**config.mk**
```make
export PLATFORM = sky130hd
export DESIGN_NAME = mac_chk_fifo
export DESIGN_NICKNAME = d
export VERILOG_FILES = /design/src/rtl/mac_chk_pkg.sv /design/src/rtl/mac_chk_fifo.sv
export SDC_FILE = /design/constraint.sdc
export NUM_CORES = 1
export LEC_CHECK = 0
export ABC_AREA = 1
export ABC_CLOCK_PERIOD_IN_PS = 5500
export CAP_MARGIN = 10
export CORE_ASPECT_RATIO = 2
export CORE_MARGIN = 3
export CORE_UTILIZATION = 55
export DETAILED_ROUTE_END_ITERATION = 6
export GPL_TIMING_DRIVEN = 1
export PLACE_DENSITY = 0.86
export SLEW_MARGIN = 10
export SYNTH_ARGS = -nofsm -noshare
export SYNTH_HDL_FRONTEND = slang
export SYNTH_SLANG_ARGS = --single-unit
```
**constraint.sdc**
```tcl
create_clock -name clk -period 5.5 [get_ports clk]
set_clock_uncertainty 0.2 [all_clocks]
set_input_delay 0.825 -clock clk [delete_from_list [all_inputs] [get_ports clk]]
set_output_delay 0.825 -clock clk [all_outputs]
set_load 0.05 [all_outputs]
```
**src/rtl/mac_chk_pkg.sv**
```systemverilog
// Shared types and fp32 field helpers for the MAC result checker.
// Contents: chk_state_t (checker FSM states), fp32 field positions,
// fp32_is_nan() used by the tolerant compare.
package mac_chk_pkg;

    localparam int unsigned FP32_W       = 32;
    localparam int unsigned FP32_EXP_MSB = 30;
    localparam int unsigned FP32_EXP_LSB = 23;
    localparam logic [7:0]  FP32_NAN_EXP = 8'hFF;

    typedef enum logic [1:0] {
        IDLE  = 2'd0,
        RUN   = 2'd1,
        DRAIN = 2'd2,
        DONE  = 2'd3
    } chk_state_t;

    // NaN: all-ones exponent with a non-zero mantissa.
    function automatic logic fp32_is_nan(input logic [FP32_W-1:0] w);
        return (w[FP32_EXP_MSB:FP32_EXP_LSB] == FP32_NAN_EXP) &&
               (w[FP32_EXP_LSB-1:0] != '0);
    endfunction

endpackage

```
**src/rtl/mac_chk_fifo.sv**
```systemverilog
// Expected-word FIFO: DEPTH x 32 synchronous FIFO with wrap-bit pointers.
// Ports:
//   clk, rst       clock, asynchronous active-high reset (empties the FIFO)
//   clr_i          synchronous flush (start of a new run)
//   push_i/data_i  write request; taken when not full, or when full with a pop
//   pop_i          read request; taken when not empty
//   head_o         word at the head (combinational read)
//   full_o/empty_o/count_o  occupancy status
// DEPTH must be a power of two and at least 2.
module mac_chk_fifo
    import mac_chk_pkg::*;
#(
    parameter int unsigned DEPTH = 8,
    localparam int unsigned AW   = $clog2(DEPTH)
) (
    input  logic              clk,
    input  logic              rst,
    input  logic              clr_i,
    input  logic              push_i,
    input  logic [FP32_W-1:0] data_i,
    input  logic              pop_i,
    output logic [FP32_W-1:0] head_o,
    output logic              full_o,
    output logic              empty_o,
    output logic [AW:0]       count_o
);

    logic [FP32_W-1:0] mem_q [DEPTH];
    logic [AW:0]       wr_ptr_q;
    logic [AW:0]       rd_ptr_q;
    logic              do_wr;
    logic              do_rd;

    assign count_o = wr_ptr_q - rd_ptr_q;
    assign empty_o = (wr_ptr_q == rd_ptr_q);
    assign full_o  = (count_o == (AW+1)'(DEPTH));
    assign head_o  = mem_q[rd_ptr_q[AW-1:0]];

    // A pop in the same cycle frees the slot, so push-at-full with pop is legal.
    assign do_rd = pop_i && !empty_o;
    assign do_wr = push_i && (!full_o || do_rd);

    // Pointer update; flush takes priority over any traffic.
    always_ff @(posedge clk or posedge rst) begin
        if (rst) begin
            wr_ptr_q <= '0;
            rd_ptr_q <= '0;
        end else if (clr_i) begin
            wr_ptr_q <= '0;
            rd_ptr_q <= '0;
        end else begin
            if (do_wr) wr_ptr_q <= wr_ptr_q + (AW+1)'(1);
            if (do_rd) rd_ptr_q <= rd_ptr_q + (AW+1)'(1);
        end
    end

    // Storage needs no reset; the pointers define validity.
    always_ff @(posedge clk) begin
        if (do_wr && !clr_i) mem_q[wr_ptr_q[AW-1:0]] <= data_i;
    end

endmodule

```
==> summary.txt <==
Detailed routing
  – DRC Markers: 0
  – Drt pass-1 iters: 5
  – DR vias: 6851
  – M1 wire length: 8000 µm
  – Wire per inst: 19.9 µm
  – Routed wl met3: 1690 µm
  – Uppermost layer routed: met4
  – Starting DRT DRC Count: 587
  – Met2 wire len: 12300 µm
  – Final WL: 22800 µm
  – Antenna viol nets, final: 0
  – Via/cell ratio: 5.97

Critical path
  – CP Class: register to output pin
  – Worst Path Required: 4470 ps
  – CP max FO: 71
  – CP Capture Type: output pin
  – Crit path arrival time: 3690 ps
  – CP Launch Type: register
  – Reg2Reg Setup Slack: 1940 ps
  – Worst r2r src: rd_ptr_q[0]
  – R2R cell count: 8
  – Worst r2r dst: mem_q[0][30]

Final layout
  – Fraction of final layout cells with drive strength greater than 1: 7.62%
  – FF/Latch Area: 7890 µm²
  – Ant diodes: 0
  – Multi-input logic area: 2340 µm²
  – Nets: 921
  – Most common cell after layout, fill and taps aside: edfxtp_1
  – Most frequent cells in the layout: edfxtp_1, nor2_1, nand2_1, o21ai_0, clkdlybuf4s50_1
  – Fill count: 1256
  – Area growth, synth to finish: 16.8%

Placement
  – Gpl congestion: 0.785
  – Final HPWL DP: 12600 µm
  – Port Buf Inserts: 74

CTS
  – Cts bufs inserted: 22
  – CTS H-Tree Depth: 1
  – # Post-CTS Setup Buffers: 0
  – CTS Root Cell: clkbuf_16
  – Post-CTS Hold Buffers: 0
  – Clk slew on worst S/H paths: 70 ps
  – CTS Buffer Depth: 3
  – Sink Count: 264
  – CTS tree: yes
  – Cts repair resizes: 0
  – Skew-Pair Late Insertion Delay: 510 ps

Global routing
  – Largest net degree at the start of global routing: 79
  – Total gr overflow: 0
  – Vias in the first global route: 7049
  – Global Route Usage Sum: 21.2%
  – Initial antenna violation count: 0
  – First-pass GRT wire length: 35100 µm

Timing
  – Final hold violations: 0
  – Unrepaired setup endpoints after global routing: false
  – Max_slew headroom: 48.1%
  – # setup viols final: 0
  – Worst Tran Pin Value: 779 ps
  – Setup TNS: 0 ps
  – Period utilization: 85.8%
  – Fin crit period: 4720 ps
  – Final Max Tran Viols: 0
  – Fmax: 212 MHz

Floorplanning
  – Die H: 202 µm
  – Core area: 18800 µm²
  – Chip width: 104 µm
  – Initial Util: 56.0%
  – IO Count: 75
  – Cell row count: 71
  – Full die area: 21000 µm²

Synth
  – Mean Syn Cell Area: 12.9 µm²
  – Syn. warnings: 0
  – Synth cell types: 27
  – Sequential cell area fraction in the yosys report: 74.8%
  – Top cells by area, synth: edfxtp_1, nor2_1, o21ai_0
  – Post-Syn Nets: 859
  – Post-Syn Instances: 816
  – Synth top area share: 72.9%
  – Area of the mapped netlist: 10500 µm²
  – Synthesized flop and latch total: 264
  – Area leader, netlist: edfxtp_1

Status
  – Status: finished, final reports clean

Power
  – Peak VDD IR: 0.293 mV
  – Leak Pwr: 4.17 nW
  – Total power: 0.00617 W
  – Pwr/cell area: 501 nW/µm²

Min path
  – Hold Path Sink: wr_ptr_q[3]
  – Hold path start: wr_ptr_q[3]
  – Hold path depth: 2
  – HP Class: register to register

Run
  – Max-cap viol count: 0
layout make-up:
cell class	instances	area share (%)
Tap cell	255	2.59
Sequential cell	264	64.0
Multi-Input combinational cell	485	19.0
Clock inverter	15	1.17
Clock buffer	23	4.50
Timing Repair Buffer	89	8.16
Inverter	16	0.508
metrics by stage:
stage | cells | setup slack [ps] | util (%) | cell area, µm² | hold slack, ps
floorplan | 816 | 973 | - | 10500 | 291
global placement | 1109 | 1510 | 61.7 | 11600 | 330
detailed placement | 1109 | 1450 | 61.7 | 11600 | 325
CTS | 1147 | 835 | 65.4 | 12300 | 341
global route | 1147 | 604 | 65.4 | 12300 | 404
finish | 1147 | 782 | 65.4 | 12300 | 341
logic make-up after synthesis:
logic type,count (synthesis),share of synthesized area (%)
compound gates,198,10.2
xor+xnor,4,0.332
fa+ha+maj,6,0.783
flops,264,74.8
simple gates,277,10.4
buf+inv,67,3.56
routing by layer:
layer  global-route usage, %  up-vias
met1                    23.3     3326
met5                       0        -
met2                    38.8      355
met3                    3.23       80
li1                        -     3090
met4                    12.0        0
registers in the layout, indices dropped and copies added (netlist names):
signal / flops
rd_ptr_q: 4
mem_q: 256
wr_ptr_q: 4
cell usage after synthesis, drive strengths merged:
library cell	instances
clkinv	1
buf	27
and2	1
nand3	19
nand2	114
inv	15
xnor2	1
fa	1
nor2	139
xor2	3
ha	5
nand4	4
o22ai	64
clkbuf	24
a21oi	2
edfxtp	256
o21ai	132
dfrtp	8
power by group:
part	switching, W	internal (W)
sequential	0.0000764	0.00230
clock	0.000689	0.000832
combinational	0.00156	0.000716
how the worst max path moves through the flow:
stage	startpoint	endpoint	slack, ps	cells after the start
after floorplan	rd_ptr_q[2]	mem_q[0][0]	970	9
after global placement	rd_ptr_q[0]	head_o[0]	1510	7
after detailed placement	rd_ptr_q[0]	head_o[3]	1450	7
after CTS	rd_ptr_q[0]	head_o[4]	830	7
after global routing	rd_ptr_q[0]	head_o[4]	600	7
final	rd_ptr_q[0]	head_o[4]	780	7
critical path, cell delays in order (launching register included):
cell and delay, ps:
dfrtp_4 710, inv_4 610, buf_4 450, o21ai_0 160
o22ai_1 210, nand2_1 90, nand2_1 120, clkdlybuf4s50_1 800
(Power assumes the default switching activity.)
==> patch: new RTL, same settings <==
Make the reset (`rst`) synchronous in one clocked block. Comments in the files are not updated.
--- a/src/rtl/mac_chk_fifo.sv
+++ b/src/rtl/mac_chk_fifo.sv
@@ -41,7 +41,7 @@
     assign do_wr = push_i && (!full_o || do_rd);
 
     // Pointer update; flush takes priority over any traffic.
-    always_ff @(posedge clk or posedge rst) begin
+    always_ff @(posedge clk) begin
         if (rst) begin
             wr_ptr_q <= '0;
             rd_ptr_q <= '0;
Formal check against the unedited RTL: differs if rst is asserted again (counterexample within 4 cycles, from zero or initial values and one cycle with rst high); with rst held inactive, the same outputs for 4 cycles.
==> patch against the unedited design <==
Worst setup slack gained 0.27 ns; via count shrank 2.2%; routed wire length down 5.1%; largest cell class unchanged; highest routed layer unchanged; critical path type unchanged; global-route usage shrank 0.94 points; sequential cell count rose by 3; design area shrank 0.80%; maximum frequency up 6.1%; synthesized area rose by 0.59%.
Power is not compared: it rests on default switching activity, and its combinational part moved more than twofold at a synthesized area within 25%.
==> patch: results (changes against the unedited design) <==
| Metric | Value |
|---|---|
| Status | `finished clean` |
| Ys async rst share | `0% (-3.0 points)` |
| P_leak | `0.004105 uW` |
| VDD IR max | `0.2434 mV` |
| DRT Wirelength | `21.64 mm (-5.1%)` |
| Adder-cell share of the synthesized area | `0.7783% (-0.0046 points)` |
| Hold Path Class | `flop to flop` |
| Post-synth EDFFs | `256 (unchanged)` |
| RePlAce Congestion | `0.7647 (-2.5%)` |
| Measured slew at the worst slew-check pin | `1.193 ns (+0.4144 ns)` |
| Htree depth | `1 (unchanged)` |
| CP peak stage delay | `0.83 ns (+0.03 ns)` |
| R2r startpoint | `wr_ptr_q[0]` |
| CTS resizes | `0 (unchanged)` |
| Hpwl dp | `11.93 mm (-5.4%)` |
| Share of cells above drive strength 1 | `5.955% (-1.7 points)` |
| Commonest cells post-synth | `edfxtp_1 (256), nor2_1 (208), nand2_1 (113)` |
| Worst-path fanout max | `96 (+35%)` |
| Slowest-stage cell, CP | `clkdlybuf4s50_1` |
| Clock Latency Late Sink | `0.50 ns` |
| Post-synthesis sequential area ratio | `74.53% (-0.25 points)` |
| Vias after detailed routing | `6698 (-2.2%)` |
| NumNets Final | `921 (unchanged)` |
| Total nets after synthesis | `866 (+0.81%)` |
| Final hold violation count | `0 (unchanged)` |
| Post-synthesis xor/xnor area fraction | `0.1651% (-0.17 points)` |
| CTS root buf | `clkbuf_16` |
| Critical Path AT | `3.42 ns (-0.27 ns)` |
| Largest net degree at the start of global routing | `97 (+23%)` |
| Hold Startpoint | `rd_ptr_q[3]` |
| Post-synthesis compound-gate area fraction | `8.892% (-1.3 points)` |
| Main area contributors after synthesis | `edfxtp_1 (72%), nor2_1 (7.4%), o32ai_1 (5.3%), nand2_1 (4.0%), o21ai_0 (3.2%)` |
| Yosys warns | `0 (unchanged)` |
| GR Util All Layers | `20.28% (-0.94 points)` |
| Fillers | `1248 (-0.64%)` |
| First-pass GRT wire length | `33.77 mm (-3.9%)` |
| Starting DRC count in detailed routing | `564 (-3.9%)` |
| Number of global-route vias before repair | `6773 (-3.9%)` |
| Router iterations before antenna repair | `5 (unchanged)` |
-- patch: cell types whose count changed after synthesis, sizes merged, moves of 2 or more --
cell	unedited run	this run
dfrtp	8	0
clkbuf	24	18
o22ai	64	0
buf	27	31
nand4	4	0
a21oi	2	8
nand3	19	14
o21ai	132	67
nor2	139	209
dfxtp	0	11
o32ai	0	64
xor2	3	1
inv	15	18
-- patch: kinds of logic after synthesis --
logic type / count (synthesis)
compound gates: 140
simple gates: 340
xor+xnor: 2
fa+ha+maj: 6
buf+inv: 68
flops: 267
-- patch: where the power goes --
part	internal, uW	switching (uW)	leakage (uW)
registers	2250	17.7	0.00240
clock network	858	653	0.000338
logic	128	261	0.00137
-- patch: metal layers --
metal | up-vias | share of wire, % | GRT usage (%)
li1 | 3077 | - | -
met1 | 3238 | 36 | 23.08
met2 | 309 | 54 | 37.29
met3 | 74 | 6.3 | 2.844
met4 | 0 | 4.0 | 9.558
met5 | - | 0 | 0
-- patch: path summary, 6_finish.rpt --
check	to	slack (ns)	cells after the start
max	head_o[18]	1.05	6
min	rd_ptr_q[3]	0.29	2
max reg2reg	mem_q[4][27]	2.00	8
min reg2reg	rd_ptr_q[3]	0.29	2
-- patch: final cells by class --
cell class              count  area [sq um]  share of cell area [%]
flip-flops and latches    267          7915                   64.75
clock buffers              28         594.3                   4.862
well taps                 255         319.1                   2.610
multi-input cells         488          2427                   19.86
repair buffers             80         798.3                   6.530
clock inverters             8         96.34                  0.7881
inverters                  19         73.82                  0.6039
-- patch: metrics by stage --
stage | cell area (sq um) | utilization, % | worst slack, ns | cells | hold slack, ns
floorplan | 10610 | - | 1.163 | 823 | 0.2657
global placement | 11530 | 60.95 | 1.718 | 1109 | 0.2799
detailed placement | 11530 | 60.95 | 1.620 | 1109 | 0.2868
CTS | 12220 | 64.60 | 1.082 | 1145 | 0.2968
global route | 12220 | 64.60 | 0.8699 | 1145 | 0.3424
finish | 12220 | 64.60 | 1.054 | 1145 | 0.2950
-- patch: worst register-to-register path: stages, from the launching register on --
cell     delay [ns]
dfxtp_1        0.40
inv_1          0.10
ha_1           0.23
fa_1           0.38
xnor2_1        0.23
nor2_2         0.08
nand3_4        0.14
nand3_1        0.32
nor2_4         1.01
